==> config.mk <==
export PLATFORM = sky130hd
export DESIGN_NAME = branch_predict_ctrl
export DESIGN_NICKNAME = d
export VERILOG_FILES = /design/src/rtl/branch_pkg.sv /design/src/rtl/bht_table.sv /design/src/rtl/branch_predict_ctrl.sv
export SDC_FILE = /design/constraint.sdc
export NUM_CORES = 1
export LEC_CHECK = 0
export CAP_MARGIN = 40
export CORE_AREA = 3 3 141 143
export CTS_CLUSTER_DIAMETER = 30
export DETAILED_ROUTE_END_ITERATION = 7
export DIE_AREA = 0 0 144 146
export PLACE_DENSITY = 0.95
export SKIP_CTS_REPAIR_TIMING = 1
export SLEW_MARGIN = 15
export SYNTH_ARGS = -nofsm -noshare
export SYNTH_HDL_FRONTEND = slang
export SYNTH_SLANG_ARGS = --single-unit
==> constraint.sdc <==
create_clock -name clk -period 3.4 [get_ports clk]
set_input_delay 0.34 -clock clk [delete_from_list [all_inputs] [get_ports clk]]
set_output_delay 0.34 -clock clk [all_outputs]
set_load 0.02 [all_outputs]
==> src/rtl/branch_pkg.sv <==
// Shared types and constants for the branch sequencing controller.
// The saturating counter step lives here so the table and any checker agree on it.
package branch_pkg;

  typedef enum logic [1:0] {
    IDLE     = 2'd0,
    REDIRECT = 2'd1,
    SQUASH   = 2'd2
  } ctrl_state_e;

  typedef logic [1:0] bht_ctr_t;

  localparam bht_ctr_t    BHT_RESET_VAL = 2'b01;
  localparam bht_ctr_t    CTR_MAX       = 2'b11;
  localparam bht_ctr_t    CTR_MIN       = 2'b00;
  localparam logic [31:0] PC_STEP       = 32'd4;

  function automatic bht_ctr_t ctr_next(input bht_ctr_t ctr, input logic taken);
    bht_ctr_t res;
    if (taken) begin
      res = (ctr == CTR_MAX) ? CTR_MAX : ctr + 2'd1;
    end else begin
      res = (ctr == CTR_MIN) ? CTR_MIN : ctr - 2'd1;
    end
    return res;
  endfunction

endpackage

==> src/rtl/bht_table.sv <==
// Branch history table: 2-bit saturating counters with one combinational read
// port and one saturating-update write port; reads return the pre-write value.
module bht_table
  import branch_pkg::*;
#(
  parameter int  ENTRIES = 16,
  localparam int IDX_W   = $clog2(ENTRIES)
) (
  input  logic             clk,
  input  logic             rst_n,
  input  logic [IDX_W-1:0] rd_idx,
  output logic [1:0]       rd_ctr,
  input  logic             wr_en,
  input  logic [IDX_W-1:0] wr_idx,
  input  logic             wr_taken
);

  bht_ctr_t table_r [ENTRIES];

  // Counter storage: reset to weak-not-taken, saturating step on each resolution.
  always_ff @(posedge clk or negedge rst_n) begin
    if (!rst_n) begin
      for (int i = 0; i < ENTRIES; i++) begin
        table_r[i] <= BHT_RESET_VAL;
      end
    end else if (wr_en) begin
      table_r[wr_idx] <= ctr_next(table_r[wr_idx], wr_taken);
    end
  end

  assign rd_ctr = table_r[rd_idx];

endmodule

==> src/rtl/branch_predict_ctrl.sv <==
// Branch sequencing controller: ID-stage prediction, EX-stage resolution,
// registered fetch redirect / flush generation and branch statistics.
module branch_predict_ctrl
  import branch_pkg::*;
#(
  parameter int  BHT_ENTRIES = 16,
  localparam int BHT_IDX_W   = $clog2(BHT_ENTRIES)
) (
  input  logic        clk,
  input  logic        rst_n,
  input  logic        id_is_branch,
  input  logic [31:0] id_pc,
  input  logic [31:0] id_imm,
  input  logic        id_stall,
  output logic        id_pred_taken,
  input  logic        ex_is_branch,
  input  logic [31:0] ex_pc,
  input  logic [31:0] ex_imm,
  input  logic        ex_pred_taken,
  input  logic        ex_branch_take,
  input  logic        ex_stall,
  output logic        redirect_valid,
  output logic [31:0] redirect_pc,
  output logic        flush_if,
  output logic        flush_id,
  output logic [31:0] branch_count,
  output logic [31:0] mispredict_count
);

  ctrl_state_e state_r, next_state_s;

  logic [1:0]  id_ctr_s;
  logic        resolve_s;
  logic        mispredict_s;
  logic        redirect_valid_r, redirect_valid_s;
  logic [31:0] redirect_pc_r, redirect_pc_s;
  logic        flush_if_r, flush_if_s;
  logic        flush_id_r, flush_id_s;
  logic [31:0] branch_count_r, branch_count_s;
  logic [31:0] mispredict_count_r, mispredict_count_s;

  bht_table #(
    .ENTRIES (BHT_ENTRIES)
  ) u_bht (
    .clk      (clk),
    .rst_n    (rst_n),
    .rd_idx   (id_pc[BHT_IDX_W+1:2]),
    .rd_ctr   (id_ctr_s),
    .wr_en    (resolve_s),
    .wr_idx   (ex_pc[BHT_IDX_W+1:2]),
    .wr_taken (ex_branch_take)
  );

  assign id_pred_taken = id_is_branch & id_ctr_s[1];
  // A stalled EX branch is only resolved on the cycle its stall drops.
  assign resolve_s     = ex_is_branch & ~ex_stall & (state_r == IDLE);
  assign mispredict_s  = resolve_s & (ex_branch_take != ex_pred_taken);

  // Next state and next registered redirect/flush values; EX mispredict beats ID prediction.
  always_comb begin
    next_state_s     = state_r;
    redirect_valid_s = 1'b0;
    redirect_pc_s    = redirect_pc_r;
    flush_if_s       = 1'b0;
    flush_id_s       = 1'b0;
    case (state_r)
      IDLE: begin
        if (mispredict_s) begin
          next_state_s     = REDIRECT;
          redirect_valid_s = 1'b1;
          redirect_pc_s    = ex_branch_take ? (ex_pc + ex_imm) : (ex_pc + PC_STEP);
          flush_if_s       = 1'b1;
          flush_id_s       = 1'b1;
        end else if (id_pred_taken && !id_stall) begin
          redirect_valid_s = 1'b1;
          redirect_pc_s    = id_pc + id_imm;
          flush_if_s       = 1'b1;
        end else begin
          next_state_s     = IDLE;
        end
      end
      REDIRECT: begin
        next_state_s = SQUASH;
        flush_id_s   = 1'b1;
      end
      SQUASH: begin
        next_state_s = IDLE;
      end
      default: begin
        next_state_s = IDLE;
      end
    endcase
  end

  // Saturating statistics, stepped once per resolution event.
  always_comb begin
    branch_count_s     = branch_count_r;
    mispredict_count_s = mispredict_count_r;
    if (resolve_s) begin
      if (branch_count_r != 32'hFFFF_FFFF) begin
        branch_count_s = branch_count_r + 32'd1;
      end else begin
        branch_count_s = branch_count_r;
      end
      if (mispredict_s && (mispredict_count_r != 32'hFFFF_FFFF)) begin
        mispredict_count_s = mispredict_count_r + 32'd1;
      end else begin
        mispredict_count_s = mispredict_count_r;
      end
    end else begin
      branch_count_s     = branch_count_r;
      mispredict_count_s = mispredict_count_r;
    end
  end

  // State, output and statistics registers; reset abandons any redirect in flight.
  always_ff @(posedge clk or negedge rst_n) begin
    if (!rst_n) begin
      state_r            <= IDLE;
      redirect_valid_r   <= 1'b0;
      redirect_pc_r      <= 32'd0;
      flush_if_r         <= 1'b0;
      flush_id_r         <= 1'b0;
      branch_count_r     <= 32'd0;
      mispredict_count_r <= 32'd0;
    end else begin
      state_r            <= next_state_s;
      redirect_valid_r   <= redirect_valid_s;
      redirect_pc_r      <= redirect_pc_s;
      flush_if_r         <= flush_if_s;
      flush_id_r         <= flush_id_s;
      branch_count_r     <= branch_count_s;
      mispredict_count_r <= mispredict_count_s;
    end
  end

  assign redirect_valid   = redirect_valid_r;
  assign redirect_pc      = redirect_pc_r;
  assign flush_if         = flush_if_r;
  assign flush_id         = flush_id_r;
  assign branch_count     = branch_count_r;
  assign mispredict_count = mispredict_count_r;

endmodule

### Word-level counts from Yosys, hierarchy flattened

Index checks and enable logic that the tools add are counted.

* add/subtract/negate cells: 7
* $lt $le $gt $ge: 3
* equal/unequal tests: 6
* mux-type cells: 24
* bitwise logic cells: 7
* reductions and logical operators: 10

Operator list (number)
* $mux 32: 3
* $add 32x1->32 const B: 2
* $add 32x32->32: 2
* $ne 32x32->1 const B: 2
* $add 32x3->32 const B: 1
* $bwmux 32: 1
* $mux 2: 11
* $bmux 2 s4: 2
* $ge 5x5->1 const B: 2
* $not 4->5: 2
* $demux 2 s4: 1
* $reduce_and 2->1: 3
* $lt 5x1->1 const B: 1
* $and 1x1->1: 4
* $logic_not 2->1: 2
* $mux 1: 4
* $pmux 2 s2: 1
* $logic_and 1x1->1: 3
* $ne 3x3->1 const B: 1
* $add 2x1->2 const B: 1
* $eq 2x1->1 const B: 1
* $eq 2x2->1 const B: 1
* $pmux 1 s2: 1
* $reduce_bool 2->1: 1
* 4 further kinds: 4

* bits in registers: 132
* input bits: 136
* output and inout port bits: 100
* logic and storage cells: 79

### Depth between registers and ports, before layout

* word-level depth: 9
* gate-level depth with buffers: 11
* gate-level depth less buffers: 11

### Hierarchy

Synthesis repeated with hierarchy kept, for this count alone.

* cells, all modules: 1102
* area, all modules: 10267.3 µm²

Modules (own cells, without submodules)
* branch_predict_ctrl: instances 1, cells each 965, area an instance 8341.8 µm², seq. area each 2502.4 µm²
* bht_table: instances 1, cells each 137, area an instance 1925.6 µm², seq. area each 820.8 µm²

### Least setup slack after synthesis

Ideal clock, no wire load.

* kind: in2reg
* from: input ex_pc[0]
* to: register redirect_pc_r[20], in the netlist redirect_pc[20]
* setup time: 0.126 ns
* data arrival time: 2.602 ns
* data required time: 3.274 ns
* slack: 0.672 ns
* stages: 11
* buffers on the path: 0
* cells stage by stage: ha_1 -> fa_1 -> a21o_1 -> a221oi_2 -> o21ai_1 -> a221oi_2 -> nand2_1 -> a21oi_1 -> xor2_1 -> a21oi_1 -> a221o_1

* longest elaborated chain between the ends: 3
* elaborated cells between the ends (all ways): 4
* those cells by class: add/sub (2); mux (2)

Ends and longest elaborated chain
* start: declaration: RTL line branch_predict_ctrl.sv:17 `input logic [31:0] ex_pc,`
* $add 32x3->32 or $add 32x32->32 (tied branches): RTL line branch_predict_ctrl.sv:71 `redirect_pc_s = ex_branch_take ? (ex_pc + ex_imm) : (ex_pc + PC_STEP);`
* $mux 32 *: RTL line branch_predict_ctrl.sv:71
* $mux 32 *: RTL line branch_predict_ctrl.sv:68 `if (mispredict_s) begin`
* end signal: assignment: RTL line branch_predict_ctrl.sv:129 `redirect_pc_r <= redirect_pc_s;`
* end: declaration: RTL line branch_predict_ctrl.sv:36 `logic [31:0] redirect_pc_r, redirect_pc_s;`

Every way passes the cells marked *; elsewhere a longest branch is shown, timed or not.
A chain may end at the register's enable or synchronous reset.

### Final worst setup path

* from: input ex_pc[0]
* to: register redirect_pc_r[28], in the netlist redirect_pc[28]

Same word-level chain as after synthesis.

==> results.rst <==
.. list-table::
   :header-rows: 1

   * - Metric
     - Value
   * - Outcome
     - finished, final reports clean
   * - Number of H-tree branching levels
     - 4
   * - Remaining global-route overflow
     - 0
   * - Final cell utilization of the core
     - 0.725
   * - Highest clock frequency the design can meet
     - roughly 0.32 GHz
   * - Fraction of registers with async set or reset after synthesis
     - 1.00
   * - Std cell rows
     - 50
   * - Path type of the worst setup path
     - in2reg
   * - DRT iter0 DRCs
     - about 760
   * - CP Launch Type
     - input port
   * - Internal power
     - 3.94 mW
   * - Total power draw
     - between 6 and 7 mW
   * - Cell Count Post-Placement
     - between 1.5k and 2k
   * - Switching share of power
     - 0.353
   * - Crit path arrival time
     - roughly 3400 ps
   * - Max Fanout on Critical Path
     - 4
   * - Sequential power share
     - 0.343
   * - Hold Vio Cnt, Final
     - 0
   * - Transition time at the pin with the least slew margin
     - 884 ps
   * - Number of I/O port buffers
     - around 240
   * - Commonest register cell after synthesis
     - dfrtp_1
   * - Share of total power in the clock network
     - 0.294
   * - CTS root buffer
     - clkbuf_16
   * - Share of cells above drive strength 1
     - 0.105
   * - Cells taking the most area after synthesis
     - dfrtp_1, ha_1, xnor2_1, nand2_1, xor2_1
   * - Final GP Congestion
     - roughly 0.96
   * - Total Routing Usage GR
     - 0.293
   * - Share of the synthesized netlist area taken by xor and xnor gates
     - 0.125
   * - Static power due to leakage
     - approximately 5.8 nW
   * - R2R Path Start
     - branch_count[4]
   * - Multiplexer share of the synthesized area
     - 0.0773
   * - RSZ-0062 raised after global routing
     - false
   * - Clock tree from TritonCTS
     - built
   * - Number of warnings printed during yosys synthesis
     - 0
   * - Core Area
     - between 15000 and 20000 um2
   * - IO Count
     - around 240
   * - Clk buf depth
     - 2
   * - Worst clock skew on the final layout
     - 14.0 ps
   * - Maximum resistive drop on vdd
     - about 0.40 mV
   * - Number of sinks handled by clock tree synthesis
     - 132
   * - Area of the die
     - between 20000 and 25000 um2
   * - Synth Area per Inst
     - ~9 um2
   * - Mapped cell area
     - about 10000 um2
   * - MaxCap Viol Count
     - 0
   * - WP data required
     - 3700 ps
   * - Ant. Diodes
     - 0
   * - Min cycle time layout
     - ~3100 ps
   * - Initial antenna violation count
     - 0
   * - Number of register bits inferred by synthesis
     - between 100 and 150
   * - Number of nets in the synthesized netlist
     - 1337
   * - Final cell count without fillers
     - roughly 1.6k
   * - Largest area contributor in the synthesized netlist
     - dfrtp_1
   * - Number of instances in the synthesized netlist
     - 1131
   * - Type of destination of the critical path
     - register
   * - Starting utilization of the core area
     - 0.547
   * - Clock transition at the register clock pins on the worst setup and hold paths after CTS
     - 70 ps
   * - DRT Wirelength
     - around 31000 um
   * - Final setup violating endpoints
     - 0
   * - Share of the synthesized area in compound gates (AO/OA/AOI/OAI)
     - 0.180
   * - Launching element of the worst setup path
     - ex_pc[0]
   * - Yosys top cell area share
     - 0.284
   * - ANT nets after route
     - 0
   * - Simple logic cell fraction of the synthesized area
     - 0.174
   * - PD cells
     - roughly 450 nW/um2
   * - Vias per std cell
     - roughly 6.2
   * - Pre-antenna DRT Iters
     - 7
   * - Total via count after detailed routing
     - ~10k
   * - Net count, final
     - around 1.6k
   * - Combinational share of power
     - 0.363
   * - Portion of the clock cycle consumed by the worst path in the final layout
     - 0.922
   * - Final max-slew violation count
     - 0
   * - Worst Hold Slack
     - between 200 and 300 ps
   * - Wirelength per Cell
     - slightly below 20 um
   * - Largest net degree at the start of global routing
     - 68
   * - Worst rel slew slack
     - 0.395
   * - Number of buffers created by CTS
     - 17
   * - Remaining routing DRC violations
     - 0
   * - First-pass GRT wire length
     - between 40000 and 50000 um
   * - Post-synthesis adder-cell area fraction
     - 0.0893
   * - Unique masters post-synth
     - 73
   * - Number of global-route vias before repair
     - between 9k and 10k
   * - Class of the tightest hold or removal check
     - in2async
   * - Synth-to-Final Area Change
     - 32.4%
   * - Setup TNS
     - 0 ps
   * - Largest family of logic cells by synthesized area
     - compound AO/OA/AOI/OAI gates
   * - Die Ht
     - about 150 um
   * - Total half-perimeter wirelength after legalization and detailed placement
     - 24600 um
   * - Post-synth EDFFs
     - 0
   * - Seq/Total Area, Yosys
     - 0.325
   * - Clock latency at the later pin of the worst-skew pair
     - 420 ps
   * - Switching power
     - between 2 and 2.5 mW
   * - Horizontal die dimension
     - 144 um
[power by group through the flow]
stage | combinational, mW | sequential [mW] | clock [mW]
after floorplan | 0.998 | 2.28 | 0
after global placement | 2.11 | 2.09 | 0
after detailed placement | 2.18 | 2.10 | 0
after CTS | 2.19 | 2.08 | 1.81
after global routing | 2.37 | 2.11 | 1.87
final | 2.21 | 2.09 | 1.79
[cells in the mapped netlist (all sizes together) (14+ instances only)]
| cell | n |
|---|---|
| a211oi | 17 |
| a21o | 29 |
| a21oi | 82 |
| a31oi | 14 |
| and4 | 14 |
| clkbuf | 35 |
| dfrtp | 116 |
| dfstp | 16 |
| ha | 68 |
| inv | 30 |
| mux2 | 36 |
| mux4 | 14 |
| nand2 | 134 |
| nand3 | 47 |
| nand4 | 28 |
| nor2 | 67 |
| nor3 | 14 |
| o21ai | 63 |
| xnor2 | 93 |
| xor2 | 53 |
[flip-flops by register name, summed over array words and instances (netlist names)]
| register | cells |
|---|---|
| flush_id | 1 |
| mispredict_count | 32 |
| state_r | 2 |
| redirect_pc | 32 |
| branch_count | 32 |
| u_bht.table_r | 32 |
| flush_if | 1 |
[worst paths after layout]
check	to	slack (ps)	cells past startpoint
max in group asynchronous	branch_count[21]	2220	4
min in group clk	state_r[0]	400	4
min	redirect_pc[4]	280	2
max	redirect_pc[28]	260	11
max reg2reg	branch_count[23]	690	10
min reg2reg	redirect_pc[0]	480	2
[area by class of cell]
type / instances / area [um2]
clock buffers: 18 / 429
clock inverters: 14 / 143
fillers: 1267 / 5150
inverters: 30 / 113
multi-input cells: 923 / 6610
flip-flops and latches: 132 / 3320
well taps: 234 / 293
repair buffers: 268 / 2640
[layer usage]
metal	track usage	part of all wire	vias up
li1	-	-	4599
met1	0.384	0.40	4772
met2	0.478	0.48	560
met3	0.0509	0.083	93
met4	0.121	0.039	0
met5	0	0	-
[layout by cell type, fill, tap and decap left out, types with 5 or more instances in the layout]
cell type	n
a31oi_1	13
inv_6	6
nand3_1	47
nand2b_1	5
clkdlybuf4s50_1	233
o21bai_1	6
a21oi_1	82
nor2b_1	13
nor2_1	67
and3_1	13
or3_1	7
mux2_2	36
nand2_1	134
nand4_1	28
dfstp_2	16
xor2_1	53
xnor2_1	93
a211oi_1	17
o21ai_0	56
a21o_1	29
mux4_2	14
nor3_1	14
buf_4	30
o21ai_1	5
dfrtp_1	116
and2_1	11
o211ai_1	10
o21a_1	10
mux2i_1	7
and4_1	14
clkinvlp_4	5
ha_1	68
clkbuf_16	17
inv_1	29
[logic make-up (layout without fill, tap and decap cells)]
family / count (synthesis) / count (layout)
xor gates and xnor gates: 146 / 146
AOI/OAI and AO/OA: 281 / 281
muxes: 57 / 57
and+or+nand+nor: 367 / 367
adders and majority gates: 72 / 72
buffers and inverters: 76 / 330
DFF: 132 / 132
[worst max-delay path, cell delays in order]
cell and delay, ps:
clkdlybuf4s50_1 430, ha_1 240, fa_1 420, a21o_1 220, a221oi_2 370, o21ai_1 220
a31oi_1 360, o21ai_1 200, and4b_1 220, o21a_1 180, a211o_1 230
[per-stage QoR]
step	instance area (um2)	setup WS, ps
after global routing	13600	106
after detailed placement	12900	-76.2
final	13600	264
after floorplan	10200	672
after CTS	13500	298
after global placement	12900	-30.3
Note: power is estimated with default switching activity, not from simulation.
==> RTL change 1 (same settings) <==
The 3 states of `ctrl_state_e` get a one-hot encoding in 3 bits.
--- a/src/rtl/branch_pkg.sv
+++ b/src/rtl/branch_pkg.sv
@@ -3,8 +3,8 @@
 package branch_pkg;
 
-  typedef enum logic [1:0] {
-    IDLE     = 2'd0,
-    REDIRECT = 2'd1,
-    SQUASH   = 2'd2
+  typedef enum logic [2:0] {
+    IDLE     = 3'b001,
+    REDIRECT = 3'b010,
+    SQUASH   = 3'b100
   } ctrl_state_e;
 
Formal check against the unedited RTL: same outputs for any inputs over 4 cycles, from zero or initial values and one cycle with rst_n low; so few cycles prove little.
==> RTL change 1 against the original RTL <==
The run now ends with hold timing left. Worst setup slack got worse by 0.056 ns. Final area rose by 2.6%. Utilization rose by 1.9 points. Synthesized area rose by 3.0%. Routed wire length rose by 4.9%. Largest power group unchanged. Critical path depth did not move. Total power fell by 1.9%. Sequential share of layout area fell by 0.44 points. Sequential cell count rose by 1. Critical path type unchanged.
==> RTL change 1: results (changes against the original RTL) <==
Detailed routing
  – Met3 wire length: 3000 um (+15%)
  – Initial DRC count: 913 (+20%)
  – Met2 routed WL: 15800 um (+4.0%)
  – Wl on met1: 13100 um (+5.1%)
  – Vias per std cell: 6.26 (+1.1%)
  – WL/cell: 19.8 um (+2.0%)

Place
  – Cell Area, Placed: 13400 um2 (+3.2%)
  – RePlAce Congestion: 0.989 (+3.0%)
  – Post-DP HPWL: 25800 um (+4.9%)

Critical path
  – Worst-path fanout max: 3 (-1)
  – Worst Path Arrival: 3.51 ns (+0.07 ns)

Pwr
  – Worst IR Drop VDD: 0.000362 V (-11%)
  – LEAKAGE: 0.00609 uW (+4.6%)

Status
  – Violated checks: hold timing
  – Outcome: finished with violations

Logic synthesis
  – Synth Area in Compound Gates: 0.176 (-0.00390)
  – Register area share after synthesis: 0.318 (-0.00691)
  – Most common library cells after synthesis: dfrtp_1 (116), nand2_1 (113), nor2_1 (84), a21oi_1 (80), xnor2_1 (80)
  – Top post-synthesis cells by area: dfrtp_1 (28%), ha_1 (8.1%), xnor2_1 (6.6%), dfstp_2 (4.2%), xor2_1 (4.2%)
  – Post-synthesis cell type count: 78 (+6.8%)
  – Mux contribution to synthesized area: 0.0892 (+0.0119)
  – Adder-cell share of the synthesized area: 0.0867 (-0.00259)
  – Post-Syn Nets: 1357 (+1.5%)

Timing
  – Final hold viol count: 5 (+5)
  – Hold Worst Slack: -0.0189 ns (-0.296 ns)
  – Worst slew pin tran: 0.811 ns (-0.0737 ns)

Finish
  – Fraction of layout cells with a size suffix above 1: 0.115 (+0.00927)

GRT
  – Largest net degree at the start of global routing: 63 (-7.4%)
[RTL change 1: path summary, 6_finish.rpt]
kind	startpoint	cells after the start	slack, ns	end
max in group asynchronous	rst_n	2	2.54	u_bht.table_r[8]
max reg2reg	state_r[0]	5	0.57	u_bht.table_r[17]
min in group clk	state_r[2]	1	0.45	state_r[2]
min	rst_n	1	-0.02	branch_count[29]
max	ex_pc[0]	11	0.21	redirect_pc[30]
min reg2reg	state_r[2]	1	0.45	state_r[2]
[RTL change 1: logic make-up after synthesis]
group,after synthesis
flops,133
compound gates,277
mux,69
fa+ha+maj,72
buf+inv,62
xor+xnor,131
simple gates,407
[RTL change 1: report_power, final]
group,internal [uW],switching (uW)
Combinational,1060,1130
Sequential,1860,225
Clock,983,733
Total,3890,2090
[RTL change 1: critical path, cell delays in order]
cell	delay, ns
clkdlybuf4s50_1	0.48
ha_1	0.19
fa_1	0.21
a211oi_1	0.10
o21ai_0	0.29
a21o_1	0.20
a21oi_1	0.10
a2111o_1	0.48
a2111oi_0	0.50
mux2_2	0.40
a211oi_1	0.23
[RTL change 1: layer usage]
layer	vias up	GRT usage
met3	96	0.0677
li1	4771	-
met5	-	0
met4	0	0.111
met2	552	0.514
met1	5001	0.389
[RTL change 1: layout make-up]
| type | instances | area share |
|---|---|---|
| clock buffer | 20 | 0.0328 |
| sequential | 133 | 0.241 |
| inverter | 23 | 0.00621 |
| timing repair buffer | 286 | 0.197 |
| multi-input combinational | 956 | 0.495 |
| clock inverter | 12 | 0.00675 |
| tap | 234 | 0.0211 |
[RTL change 1: stage by stage]
stage               setup WS, ns  std cells  setup TNS (ns)  hold slack [ns]
global route              0.0853       1664               0           0.0267
detailed placement        -0.126       1632          -0.312            0.441
global placement         -0.0358       1632         -0.0358            0.422
CTS                        0.241       1664               0           0.0125
floorplan                  0.589       1151               0           0.0444
finish                     0.209       1664               0          -0.0189
==> RTL change 2 (same flow settings) <==
Made on the original files. `BHT_ENTRIES`: 16 -> 8.
--- a/src/rtl/branch_predict_ctrl.sv
+++ b/src/rtl/branch_predict_ctrl.sv
@@ -4,5 +4,5 @@
   import branch_pkg::*;
 #(
-  parameter int  BHT_ENTRIES = 16,
+  parameter int  BHT_ENTRIES = 8,
   localparam int BHT_IDX_W   = $clog2(BHT_ENTRIES)
 ) (
Behaviour: not the same (a bounded check fails within 4 cycles, from zero or initial values and one cycle with rst_n low).
==> RTL change 2 against the original RTL <==
The run now ends with hold timing left. Die area did not move. Clock power rose by 3%. Synthesized cell count fell by 8.7%. First-iteration DRC count rose by 9.6%. Largest power group unchanged. Total power fell by 1.2%. Sequential cell count fell by 16. Routed wire length fell by 6.8%. Worst setup slack got worse by 0.14 ns. Synthesized area fell by 10%. Final area fell by 5.3%. Critical path type unchanged. Largest cell class unchanged. Register-to-register slack got worse by 0.21 ns.
==> RTL change 2: results (changes against the original RTL) <==
Critical path
  – Critical path origin: id_pc[4]
  – End of the critical path: redirect_pc[29]
  – R2R Path End: branch_count[12]

Status
  – Violated checks: hold timing
  – Outcome: finished with violations

Detailed routing
  – Met2 routed WL: 14400 um (-5.2%)
  – DR pass1 iterations: 5 (-2)
  – Vias: 9367 (-6.6%)
  – Met3 wire length: 2250 um (-13%)

Timing
  – Hold Worst Slack: -0.0101 ns (-0.287 ns)
  – Final hold viol count: 7 (+7)
  – Worst Skew: 0.00810 ns (-0.00586 ns)
  – Worst slew margin: 0.506 (+0.111)

Pwr
  – Flop+latch power: 1910 uW (-9%)
  – Combinational power share: 0.377 (+0.014)
  – LEAKAGE: 0.00559 uW (-4.0%)
  – Worst IR Drop VDD: 0.000249 V (-38%)

Finish
  – Clkbuf count: 19 (+1)
  – FF/Latch Area: 2910 um2 (-12%)
  – Fraction of layout cells with a size suffix above 1: 0.119 (+0.0138)
  – Signal inverters: 17 (-43%)
  – Fin nets: 1524 (-3.4%)
  – Buffering overhead: 0.225 (+0.0298)
  – Clk cell area share: 0.0468 (+0.00459)
  – Multi-input combinational area share: 0.474 (-0.0139)
  – Filler instances: 1379 (+8.8%)

Logic synthesis
  – Top post-synthesis cells by area: dfrtp_1 (29%), xnor2_1 (9.5%), ha_1 (8.9%), a21oi_1 (5.1%), xor2_1 (4.5%)
  – Post-synthesis sequential element count: 116 (-12%)

GRT
  – Largest net degree at the start of global routing: 61 (-10%)
  – Met1 Use GR: 0.355 (-0.0296)
  – Total track usage: 0.273 (-0.0207)

CTS
  – Clk_lat worst skew: 0.40 ns (-0.02 ns)

Place
  – Cell Area, Placed: 12200 um2 (-5.8%)
  – Post-DP HPWL: 22900 um (-6.7%)
[RTL change 2: cell types whose count changed after synthesis, moves of 7 or more]
cell / unedited run / this run
a21oi_1: 82 / 93
and4_1: 14 / 4
mux4_2: 14 / 2
mux2_2: 36 / 21
nand2_1: 134 / 81
a211oi_1: 17 / 10
inv_1: 29 / 15
a31oi_1: 13 / 5
dfstp_2: 16 / 8
dfrtp_1: 116 / 108
a21o_1: 29 / 41
nand3_1: 47 / 54
and3_1: 13 / 21
[RTL change 2: worst min-delay path by stage]
stage                     startpoint              endpoint  cells after the start
after detailed placement       rst_n  mispredict_count[29]                      1
after global placement         rst_n  mispredict_count[28]                      1
after global routing           rst_n   mispredict_count[6]                      1
after floorplan                rst_n       branch_count[0]                      0
after CTS                      rst_n  mispredict_count[29]                      1
final                          rst_n  mispredict_count[29]                      1
[RTL change 2: logic make-up (layout without fill, tap and decap cells)]
logic type      after synthesis  count (layout)  share of synthesized area
compound gates              280             280                      0.200
xor+xnor                    146             146                      0.140
fa+ha+maj                    69              69                     0.0953
buf+inv                      53             354                     0.0224
flops                       116             116                      0.318
mux                          33              33                     0.0417
simple gates                336             336                      0.183
[RTL change 2: through the flow]
| stage | power, uW | cells | setup slack [ns] | TNS (ns) |
|---|---|---|---|---|
| 6_report | 6020 | 1568 | 0.125 | 0 |
| 5_1_grt | 6290 | 1568 | -0.0625 | -0.0802 |
| 4_1_cts | 6000 | 1566 | 0.0504 | 0 |
| 3_5_place_dp | 4140 | 1534 | -0.358 | -2.06 |
| 3_3_place_gp | 4060 | 1534 | -0.293 | -1.60 |
| 2_1_floorplan | 3080 | 1033 | 0.320 | 0 |
